**src/rtl/ami_channel_steer_pkg.sv**
```systemverilog
// Shared AMI request/response payloads and steering helpers.
package ami_channel_steer_pkg;

  localparam int unsigned AMI_APP_BITS  = 3;
  localparam int unsigned AMI_PORT_BITS = 4;
  localparam int unsigned AMI_ADDR_BITS = 64;
  localparam int unsigned AMI_SIZE_BITS = 8;
  localparam int unsigned AMI_CHAN_BITS = 3;

  typedef enum logic [1:0] {
    MODE_SINGLE = 2'd0,
    MODE_PORT   = 2'd1,
    MODE_INTLV  = 2'd2,
    MODE_RSVD   = 2'd3
  } ami_mode_e;

  typedef struct packed {
    logic                     valid;
    logic                     is_write;
    logic [AMI_ADDR_BITS-1:0] addr;
    logic [AMI_SIZE_BITS-1:0] size;
  } AMIRequest;

  typedef struct packed {
    logic                     valid;
    logic                     is_write;
    logic [AMI_ADDR_BITS-1:0] addr;
    logic [AMI_SIZE_BITS-1:0] size;
  } AMIReq;

  typedef struct packed {
    logic                     valid;
    logic [AMI_APP_BITS-1:0]  app;
    logic [AMI_PORT_BITS-1:0] port;
    logic [AMI_CHAN_BITS-1:0] channel;
    logic [AMI_SIZE_BITS-1:0] size;
  } AMITag;

  // Queue entry: the request plus the origin identity captured at enqueue.
  typedef struct packed {
    AMIRequest                req;
    logic [AMI_APP_BITS-1:0]  app;
    logic [AMI_PORT_BITS-1:0] port;
  } ami_entry_t;

  // Squeeze the channel-select bits out of an interleaved address.
  function automatic logic [AMI_ADDR_BITS-1:0] intlv_addr(
    input logic [AMI_ADDR_BITS-1:0] addr,
    input int unsigned              shift,
    input int unsigned              cb
  );
    logic [AMI_ADDR_BITS-1:0] low_mask;
    low_mask = (64'd1 << shift) - 64'd1;
    return ((addr >> (shift + cb)) << shift) | (addr & low_mask);
  endfunction

endpackage

```
**src/rtl/ami_channel_steer_fifo.sv**
```systemverilog
// Request queue: 2^LOG_DEPTH entries, head presented combinationally.
module ami_channel_steer_fifo #(
  parameter int unsigned WIDTH     = 8,
  parameter int unsigned LOG_DEPTH = 3
) (
  input  logic             clk,
  input  logic             reset_n,
  input  logic             push,
  input  logic [WIDTH-1:0] push_data,
  input  logic             pop,
  output logic [WIDTH-1:0] head,
  output logic             empty,
  output logic             full
);

  localparam int unsigned DEPTH = 2 ** LOG_DEPTH;
  localparam int unsigned PW    = LOG_DEPTH;
  localparam int unsigned CW    = LOG_DEPTH + 1;

  logic [WIDTH-1:0] mem [DEPTH];
  logic [PW-1:0]    wr_ptr;
  logic [PW-1:0]    rd_ptr;
  logic [CW-1:0]    count;
  logic             do_push;
  logic             do_pop;

  assign empty   = (count == '0);
  assign full    = (count == CW'(DEPTH));
  assign do_push = push && !full;
  assign do_pop  = pop && !empty;
  assign head    = mem[rd_ptr];

  always_ff @(posedge clk) begin
    if (!reset_n) begin
      wr_ptr <= '0;
      rd_ptr <= '0;
      count  <= '0;
    end else begin
      if (do_push) wr_ptr <= wr_ptr + PW'(1);
      if (do_pop)  rd_ptr <= rd_ptr + PW'(1);
      count <= count + CW'(do_push) - CW'(do_pop);
    end
  end

  // Storage needs no reset; occupancy is tracked by count.
  always_ff @(posedge clk) begin
    if (do_push) mem[wr_ptr] <= push_data;
  end

endmodule

```
**src/rtl/ami_channel_steer.sv**
```systemverilog
// Queues translated AMI requests and steers each to one memory channel,
// enforcing range limits, per-channel read credits and tag back-pressure.
module ami_channel_steer
  import ami_channel_steer_pkg::*;
#(
  parameter int unsigned NUM_CHANNELS    = 4,
  parameter int unsigned LOG_DEPTH       = 3,
  parameter int unsigned INTLV_SHIFT     = 6,
  parameter int unsigned MAX_OUTSTANDING = 16
) (
  input  logic                     clk,
  input  logic                     rst_n,
  input  logic                     enabled,
  input  logic [1:0]               cfg_mode,
  input  logic [63:0]              cfg_limit,
  input  logic [AMI_APP_BITS-1:0]  srcApp,
  input  logic [AMI_PORT_BITS-1:0] srcPort,
  input  AMIRequest                req_in,
  output logic                     req_grant,
  output AMIReq                    req_out [NUM_CHANNELS],
  input  logic [NUM_CHANNELS-1:0]  req_out_grant,
  output AMITag                    tag_out,
  input  logic                     tag_full,
  input  logic [NUM_CHANNELS-1:0]  rd_done,
  output logic                     fault,
  output logic [15:0]              fault_count
);

  localparam int unsigned CB  = $clog2(NUM_CHANNELS);
  localparam int unsigned SW  = (CB == 0) ? 1 : CB;
  localparam int unsigned CRW = $clog2(MAX_OUTSTANDING + 1);

  ami_entry_t                in_entry;
  ami_entry_t                head;
  logic                      empty;
  logic                      full;
  ami_mode_e                 mode;
  logic [SW-1:0]             sel;
  logic [AMI_ADDR_BITS-1:0]  out_addr;
  logic                      head_live;
  logic                      in_range;
  logic                      can_issue;
  logic                      granted;
  logic                      drop;
  logic                      pop;
  logic                      deq_read;
  logic [NUM_CHANNELS-1:0]   credit_ok;

  assign in_entry.req  = req_in;
  assign in_entry.app  = srcApp;
  assign in_entry.port = srcPort;

  // Reset gates the grant so nothing is accepted while rst_n is low.
  assign req_grant = rst_n && enabled && req_in.valid && !full;

  ami_channel_steer_fifo #(
    .WIDTH    ($bits(ami_entry_t)),
    .LOG_DEPTH(LOG_DEPTH)
  ) u_queue (
    .clk      (clk),
    .reset_n  (rst_n),
    .push     (req_grant),
    .push_data(in_entry),
    .pop      (pop),
    .head     (head),
    .empty    (empty),
    .full     (full)
  );

  // Channel select and address translation for the head entry.
  always_comb begin
    mode     = (NUM_CHANNELS == 1) ? MODE_SINGLE : ami_mode_e'(cfg_mode);
    sel      = '0;
    out_addr = head.req.addr;
    case (mode)
      MODE_PORT: begin
        sel = SW'(32'(head.port) % NUM_CHANNELS);
      end
      MODE_INTLV: begin
        sel      = SW'(head.req.addr >> INTLV_SHIFT);
        out_addr = intlv_addr(head.req.addr, INTLV_SHIFT, CB);
      end
      default: begin
        sel = '0;
      end
    endcase
  end

  assign head_live = rst_n && !empty && head.req.valid;
  assign in_range  = (head.req.addr < cfg_limit);
  assign drop      = head_live && !in_range;
  assign can_issue = head_live && in_range &&
                     (head.req.is_write || (!tag_full && credit_ok[sel]));
  assign granted   = can_issue && req_out_grant[sel];
  assign deq_read  = granted && !head.req.is_write;
  assign pop       = granted || drop;

  // Per-channel outstanding-read credit counters.
  for (genvar ch = 0; ch < NUM_CHANNELS; ch++) begin : g_credit
    logic [CRW-1:0] count;
    logic           inc;
    logic           dec;

    assign inc           = deq_read && (sel == SW'(ch));
    assign dec           = rd_done[ch] && (count != '0);
    assign credit_ok[ch] = (count < CRW'(MAX_OUTSTANDING));

    always_ff @(posedge clk) begin
      if (!rst_n) begin
        count <= '0;
      end else if (inc && !dec) begin
        count <= count + CRW'(1);
      end else if (dec && !inc) begin
        count <= count - CRW'(1);
      end
    end
  end

  always_comb begin
    for (int unsigned i = 0; i < NUM_CHANNELS; i++) begin
      req_out[i] = '0;
      if (SW'(i) == sel) begin
        req_out[i].valid    = can_issue;
        req_out[i].is_write = head.req.is_write;
        req_out[i].addr     = out_addr;
        req_out[i].size     = head.req.size;
      end
    end
  end

  always_comb begin
    tag_out         = '0;
    tag_out.valid   = deq_read;
    tag_out.app     = head.app;
    tag_out.port    = head.port;
    tag_out.channel = AMI_CHAN_BITS'(sel);
    tag_out.size    = head.req.size;
  end

  // Sticky fault flag and saturating drop counter.
  always_ff @(posedge clk) begin
    if (!rst_n) begin
      fault       <= 1'b0;
      fault_count <= '0;
    end else if (drop) begin
      fault <= 1'b1;
      if (fault_count != 16'hFFFF) fault_count <= fault_count + 16'd1;
    end
  end

endmodule

```
**config.mk**
```make
export PLATFORM = sky130hd
export DESIGN_NAME = ami_channel_steer
export DESIGN_NICKNAME = d
export VERILOG_FILES = /design/src/rtl/ami_channel_steer_pkg.sv /design/src/rtl/ami_channel_steer_fifo.sv /design/src/rtl/ami_channel_steer.sv
export SDC_FILE = /design/constraint.sdc
export NUM_CORES = 1
export LEC_CHECK = 0
export BUFFER_PORTS_ARGS = -buffer_cell sky130_fd_sc_hd__buf_2
export CAP_MARGIN = 20
export CORE_MARGIN = 2
export CORE_UTILIZATION = 45
export DETAILED_ROUTE_END_ITERATION = 8
export PLACE_DENSITY_LB_ADDON = 0.25
export SETUP_SLACK_MARGIN = 0.1
export SLEW_MARGIN = 30
export SYNTH_ARGS = -nofsm -noshare
export SYNTH_HDL_FRONTEND = slang
export SYNTH_SLANG_ARGS = --single-unit
```
**constraint.sdc**
```tcl
create_clock -name clk -period 18.6 [get_ports clk]
set_input_delay 4.65 -clock clk [delete_from_list [all_inputs] [get_ports clk]]
set_output_delay 4.65 -clock clk [all_outputs]
set_load 0.05 [all_outputs]
```
==> flow_summary.json, run 1 <==
{
  "ys_seq_elements": 698,
  "vias": 18850,
  "antenna_found_initial": 23,
  "synth_compound_area_share_pct": 3.04,
  "path_cells": "buf_2, inv_1, ha_1, a21oi_1, nor2b_1, o21ai_0, a21oi_1, nor4_1, o211a_1, nand4b_2, inv_1, buf_2",
  "synthAdderAreaFrac_pct": 3.97,
  "postCtsSetupBuffers": 0,
  "core-area_mm2": 0.0682,
  "chipWidth_um": 266,
  "end_kind": "output port",
  "dp_slack_ps": 5800,
  "cp_max_fo": 29,
  "worstMarginPinSlew_ps": 1010,
  "port_buffers": 490,
  "netlist_area_mm2": 0.0309,
  "slowest_delay_ps": 860,
  "syn_to_final_growth_pct": 19.5,
  "dieArea_mm2": 0.0707,
  "rr_worst_depth": 20,
  "fin_crit_ps": 12790,
  "holdPathStages": 1,
  "peakVddDrop_mv": 0.0675,
  "hp-start": "fault",
  "cts-buffers-inserted": 74,
  "io_pins": 492,
  "synth_flop_cell": "edfxtp_1",
  "grt_first_pass_wirelength_um": 114000,
  "path_class": "input pin to output port",
  "critPathArrivalTime_ps": 8140,
  "maxClockFrequency_ghz": 0.0782,
  "yosys_warnings": 0,
  "synth_edf_count": 648,
  "max_slew_margin_pct": 32.8,
  "dp_hpwl_um": 48700,
  "power.leakage_nw": 13.8,
  "drive_above_1_share_pct": 34.8,
  "grt-busiest-layer": "met2",
  "grt_pass1_vias": 18788,
  "power_density_mw_per_mm2": 130,
  "track_usage_pct": 21.5,
  "cts.sinks": 698,
  "rsz0062_at_grt": "false",
  "synth_seq_area_share_pct": 66.3,
  "synthMuxAreaShare_pct": 16.7,
  "gr-usage-met2_pct": 36.1,
  "cp_data_required_time_ps": 13950,
  "drc": 0,
  "start_util_pct": 45.2,
  "grt_util_met1_pct": 28.2,
  "timing.final.crit_share_pct": 68.8,
  "mostFrequentLayoutCells": "edfxtp_1 (648), buf_2 (490), nor2_1 (334)",
  "cap_violations": 0,
  "fin_tns_setup_ps": 0,
  "maxSlewViolCount": 0,
  "insertion_delay_ps": 620,
  "mostFrequentLayoutCell": "edfxtp_1",
  "clockRootBuffer": "clkbuf_16",
  "dr.first_iter.drc_count": 1483,
  "path_clk_slew_ps": 60,
  "clock_path_buffers": 3,
  "reg2reg_setup_slack_ps": 10760,
  "ys_async_sr_fraction_pct": 0,
  "avgRoutedWirePerCell_um": 22.8,
  "cts_tree": "done",
  "holdBufCountCts": 0,
  "min_path_type": "flip-flop to flip-flop",
  "synth.avg_cell_area_um2": 15.8,
  "worstReg2RegEnd": "g_credit[2].count[4]",
  "via_per_inst": 5.55,
  "startpoint_type": "input pin",
  "synth_cells": 1953,
  "crit_slowest_cell": "o211a_1",
  "setup_viol": 0,
  "final_util_pct": 54.1,
  "routed_wl_um": 77400,
  "first_pass_iters": 5,
  "htreeDepth": 3,
  "nNetsFinal": 2699,
  "synth_top_family_by_area": "multiplexers",
  "status": "complete, no violations",
  "cts_resized": 0,
  "finalHoldViolCount": 0,
  "place_area_mm2": 0.0343,
  "worstHoldEndpoint": "fault",
  "whs_ps": 480,
  "fin_area_mm2": 0.0369,
  "grt_use_met3_pct": 4.65,
  "syn_nets": 2207,
  "die_h_um": 266,
  "grt_max_degree": 76,
  "synthDistinctLibCells": 63,
  "route.antenna.remaining_nets": 0,
  "overflow": 0,
  "rows": 96,
  "synth-simple-area-share_pct": 6.83,
  "fin_skew_ps": 31.0,
  "synth_xor_area_share_pct": 0.539,
  "gp_congestion": 0.851,
  "post-route-worst-setup-slack_ps": 5810
}
-- power breakdown --
group / leakage, nW / internal, mW / switching [mW]
clock: 1.22 / 0.899 / 0.599
sequential: 6.24 / 1.76 / 0.0442
combinational: 6.30 / 0.518 / 0.967
total: 13.8 / 3.17 / 1.61
-- metal layers --
layer,vias up,share of wire (%)
met1,9581,42
met4,20,2.3
met5,-,0.17
met3,129,6.3
li1,8473,-
met2,647,50
-- how the worst max path moves through the flow --
stage | start | endpoint | slack [ps] | cells past startpoint
5_1_grt | cfg_limit[37] | tag_out[18] | 5640 | 12
3_5_place_dp | cfg_limit[37] | tag_out[18] | 5800 | 12
2_1_floorplan | cfg_mode[0] | req_out[147] | 6290 | 9
3_3_place_gp | cfg_limit[37] | tag_out[18] | 5890 | 12
4_1_cts | cfg_limit[37] | tag_out[18] | 5790 | 12
6_report | cfg_limit[37] | tag_out[18] | 5810 | 12
-- metrics by stage --
stage | total power [mW] | instances
after floorplan | 2.97 | 1953
after global placement | 3.29 | 3250
after detailed placement | 3.32 | 3250
after CTS | 4.83 | 3384
after global routing | 5.00 | 3392
final | 4.78 | 3396
-- cells by family (layout without fill, tap and decap cells) --
| family | count (synthesis) | after routing |
|---|---|---|
| DFF | 698 | 698 |
| muxes | 312 | 312 |
| adders and majority gates | 95 | 95 |
| buffers and inverters | 202 | 752 |
| other | 1 | 12 |
| AOI/OAI and AO/OA | 144 | 144 |
| xor gates and xnor gates | 19 | 19 |
| and+or+nand+nor | 482 | 482 |
-- cell usage after synthesis (27+ instances only) --
cell type  instances  area [um^2]
edfxtp_1         648        19500
nor2_1           340         1280
mux4_2           154         3470
inv_1             98          368
mux2i_1           93          931
ha_1              90         1130
clkbuf_1          67          251
mux2_2            62          698
a21oi_1           56          280
dfxtp_1           50         1000
nand2_1           30          113
a21o_1            27          203
nand4_1           27          169
-- registers in the layout, indices dropped and copies added (netlist names), named ones only --
signal,cells
u_queue.wr_ptr,3
u_queue.mem,648
fault_count,16
fault,1
u_queue.count,4
g_credit.count,20
u_queue.rd_ptr,3
-- final cells by class --
class | count | area, um^2
Clock buffer | 85 | 1910
Inverter | 99 | 372
Clock inverter | 49 | 596
Antenna cell | 11 | 27.5
Fill cell | 5478 | 31300
Tap cell | 882 | 1100
Timing Repair Buffer | 519 | 2690
Sequential cell | 698 | 20500
Multi-Input combinational cell | 1053 | 9730
-- worst max-delay path, delay by kind of cell --
family	cells	cell delay (ps)
AOI/OAI and AO/OA	4	1810
and+or+nand+nor	3	880
buffers and inverters	4	470
adders and majority gates	1	290
(Power assumes the default switching activity.)
==> run 2: changes to the inputs <==
clock period = 12.5 ns   (was 18.6 ns; I/O delays follow)
==> run 2 against run 1 <==
Against the previous run:
- count of clock-buffer cells in the layout is 6 higher
- flip-flop and latch count unchanged
- clock power rose by 40%
- clock skew barely moved
- critical path depth stayed put
- register-to-register slack lost 5400 ps
- sequential power up 49%
- final area shrank 0.47%
- via count about the same
- critical endpoint unchanged
- largest cell class unchanged
==> flow_summary.json, run 2 (synthesized netlist as in run 1, its figures left out) <==
{
  "drive_above_1_share_pct": 34.8,
  "die_h_um": 266,
  "insertion_delay_ps": 620,
  "holdPathStages": 1,
  "max_slew_margin_pct": 34.8,
  "timing.final.crit_share_pct": 76.7,
  "track_usage_pct": 21.3,
  "io_pins": 492,
  "grt_max_degree": 76,
  "power_density_mw_per_mm2": 190,
  "status": "complete, no violations",
  "fin_crit_ps": 9590,
  "gp_congestion": 0.852,
  "maxSlewViolCount": 0,
  "dp_hpwl_um": 47700,
  "nNetsFinal": 2700,
  "cts.sinks": 698,
  "slowest_delay_ps": 880,
  "overflow": 0,
  "post-route-worst-setup-slack_ps": 2910,
  "peakVddDrop_mv": 0.105,
  "cp_data_required_time_ps": 9380,
  "top_regs": "u_queue.mem: 648 flops, g_credit.count: 20 flops, fault_count: 16 flops",
  "htreeDepth": 3,
  "cts_tree": "done",
  "avgRoutedWirePerCell_um": 22.5,
  "rows": 96,
  "fillCellCount": 5522,
  "start_util_pct": 45.2,
  "vias": 18843,
  "antenna_found_initial": 13,
  "cts-buffers-inserted": 74,
  "drc": 0,
  "worstMarginPinSlew_ps": 978,
  "crit_slowest_cell": "o211a_1",
  "hp-start": "fault",
  "routed_wl_um": 76400,
  "port_buffers": 490,
  "finalHoldViolCount": 0,
  "dp_slack_ps": 2890,
  "path_cells": "buf_2, inv_1, ha_1, a21oi_1, nor2b_1, o21ai_0, a21oi_1, nor4_1, o211a_1, nand4b_2, inv_1, buf_2",
  "rsz0062_at_grt": "false",
  "cp_num_cells": 12,
  "end_kind": "output port",
  "min_path_type": "flip-flop to flip-flop",
  "crit_family": "compound AO/OA/AOI/OAI gates",
  "grt_pass1_vias": 18519,
  "cap_violations": 0,
  "maxClockFrequency_ghz": 0.104,
  "mostFrequentLayoutCell": "edfxtp_1",
  "power.leakage_nw": 13.7,
  "startpoint_type": "input pin",
  "rr_worst_depth": 20,
  "holdBufCountCts": 0,
  "first_pass_iters": 5,
  "postCtsSetupBuffers": 0,
  "largest_register_ffs": 648,
  "dr.first_iter.drc_count": 1512,
  "largest-register": "u_queue.mem",
  "dieArea_mm2": 0.0707,
  "whs_ps": 461,
  "grt_first_pass_wirelength_um": 113000,
  "chipWidth_um": 266,
  "critPathArrivalTime_ps": 6470,
  "fin_skew_ps": 31.2,
  "syn_to_final_growth_pct": 19.0,
  "cp.buffers_inverters": 4,
  "route.antenna.remaining_nets": 0,
  "setup_viol": 0,
  "core-area_mm2": 0.0682,
  "path_class": "input pin to output port",
  "fin_tns_setup_ps": 0,
  "cp-startpoint": "cfg_limit[37]",
  "cts_resized": 0,
  "via_per_inst": 5.56,
  "mostFrequentLayoutCells": "edfxtp_1 (648), buf_2 (490), nor2_1 (334)",
  "clock_path_buffers": 3,
  "clockRootBuffer": "clkbuf_16",
  "path_clk_slew_ps": 60,
  "cp_max_fo": 29
}
## run 2: changes by cell type in the layout (fill, tap and decap cells not counted), sizes merged
cell    previous run  this run
diode             11         5
bufinv            11         4
clkbuf            85        91
buf              519       520
inv              101       102
## run 2: layer usage
| metal | track usage (%) | routed length, um | up-vias |
|---|---|---|---|
| li1 | - | - | 8463 |
| met1 | 29.2 | 32600 | 9615 |
| met2 | 35.3 | 37600 | 640 |
| met3 | 4.01 | 4590 | 111 |
| met4 | 5.51 | 1590 | 14 |
| met5 | 0 | 90 | - |
## run 2: final timing paths
| check | to | slack (ps) |
|---|---|---|
| worst min register to register | fault | 460 |
| worst min-delay path | fault | 460 |
| worst max-delay path | tag_out[18] | 2910 |
| worst max register to register | g_credit[1].count[4] | 5410 |
## run 2: report_power, final
part	leakage, nW	internal [mW]	switching, mW	total, mW
logic	6.31	0.774	1.44	2.21
clock network	1.14	1.22	0.884	2.10
registers	6.24	2.61	0.0663	2.68
## run 2: area by class of cell
class                      instances  area (um^2)  share of cell area [%]
sequential                       698        20500                    55.7
multi-input combinational       1053         9730                    26.5
timing repair buffer             520         2710                    7.39
clock buffer                      91         1990                    5.41
tap                              882         1100                    3.01
inverter                          99          372                    1.01
clock inverter                    43          337                   0.917
antenna                            5         12.5                  0.0341
## run 2: stage by stage
step / utilization [%] / instances / cell area [um^2] / power [mW]
final: 53.8 / 3391 / 36700 / 6.99
after floorplan: - / 1953 / 30900 / 4.42
after global routing: 53.8 / 3387 / 36700 / 7.31
after global placement: 50.3 / 3250 / 34300 / 4.90
after detailed placement: 50.3 / 3250 / 34300 / 4.94
after CTS: 53.7 / 3384 / 36600 / 7.05
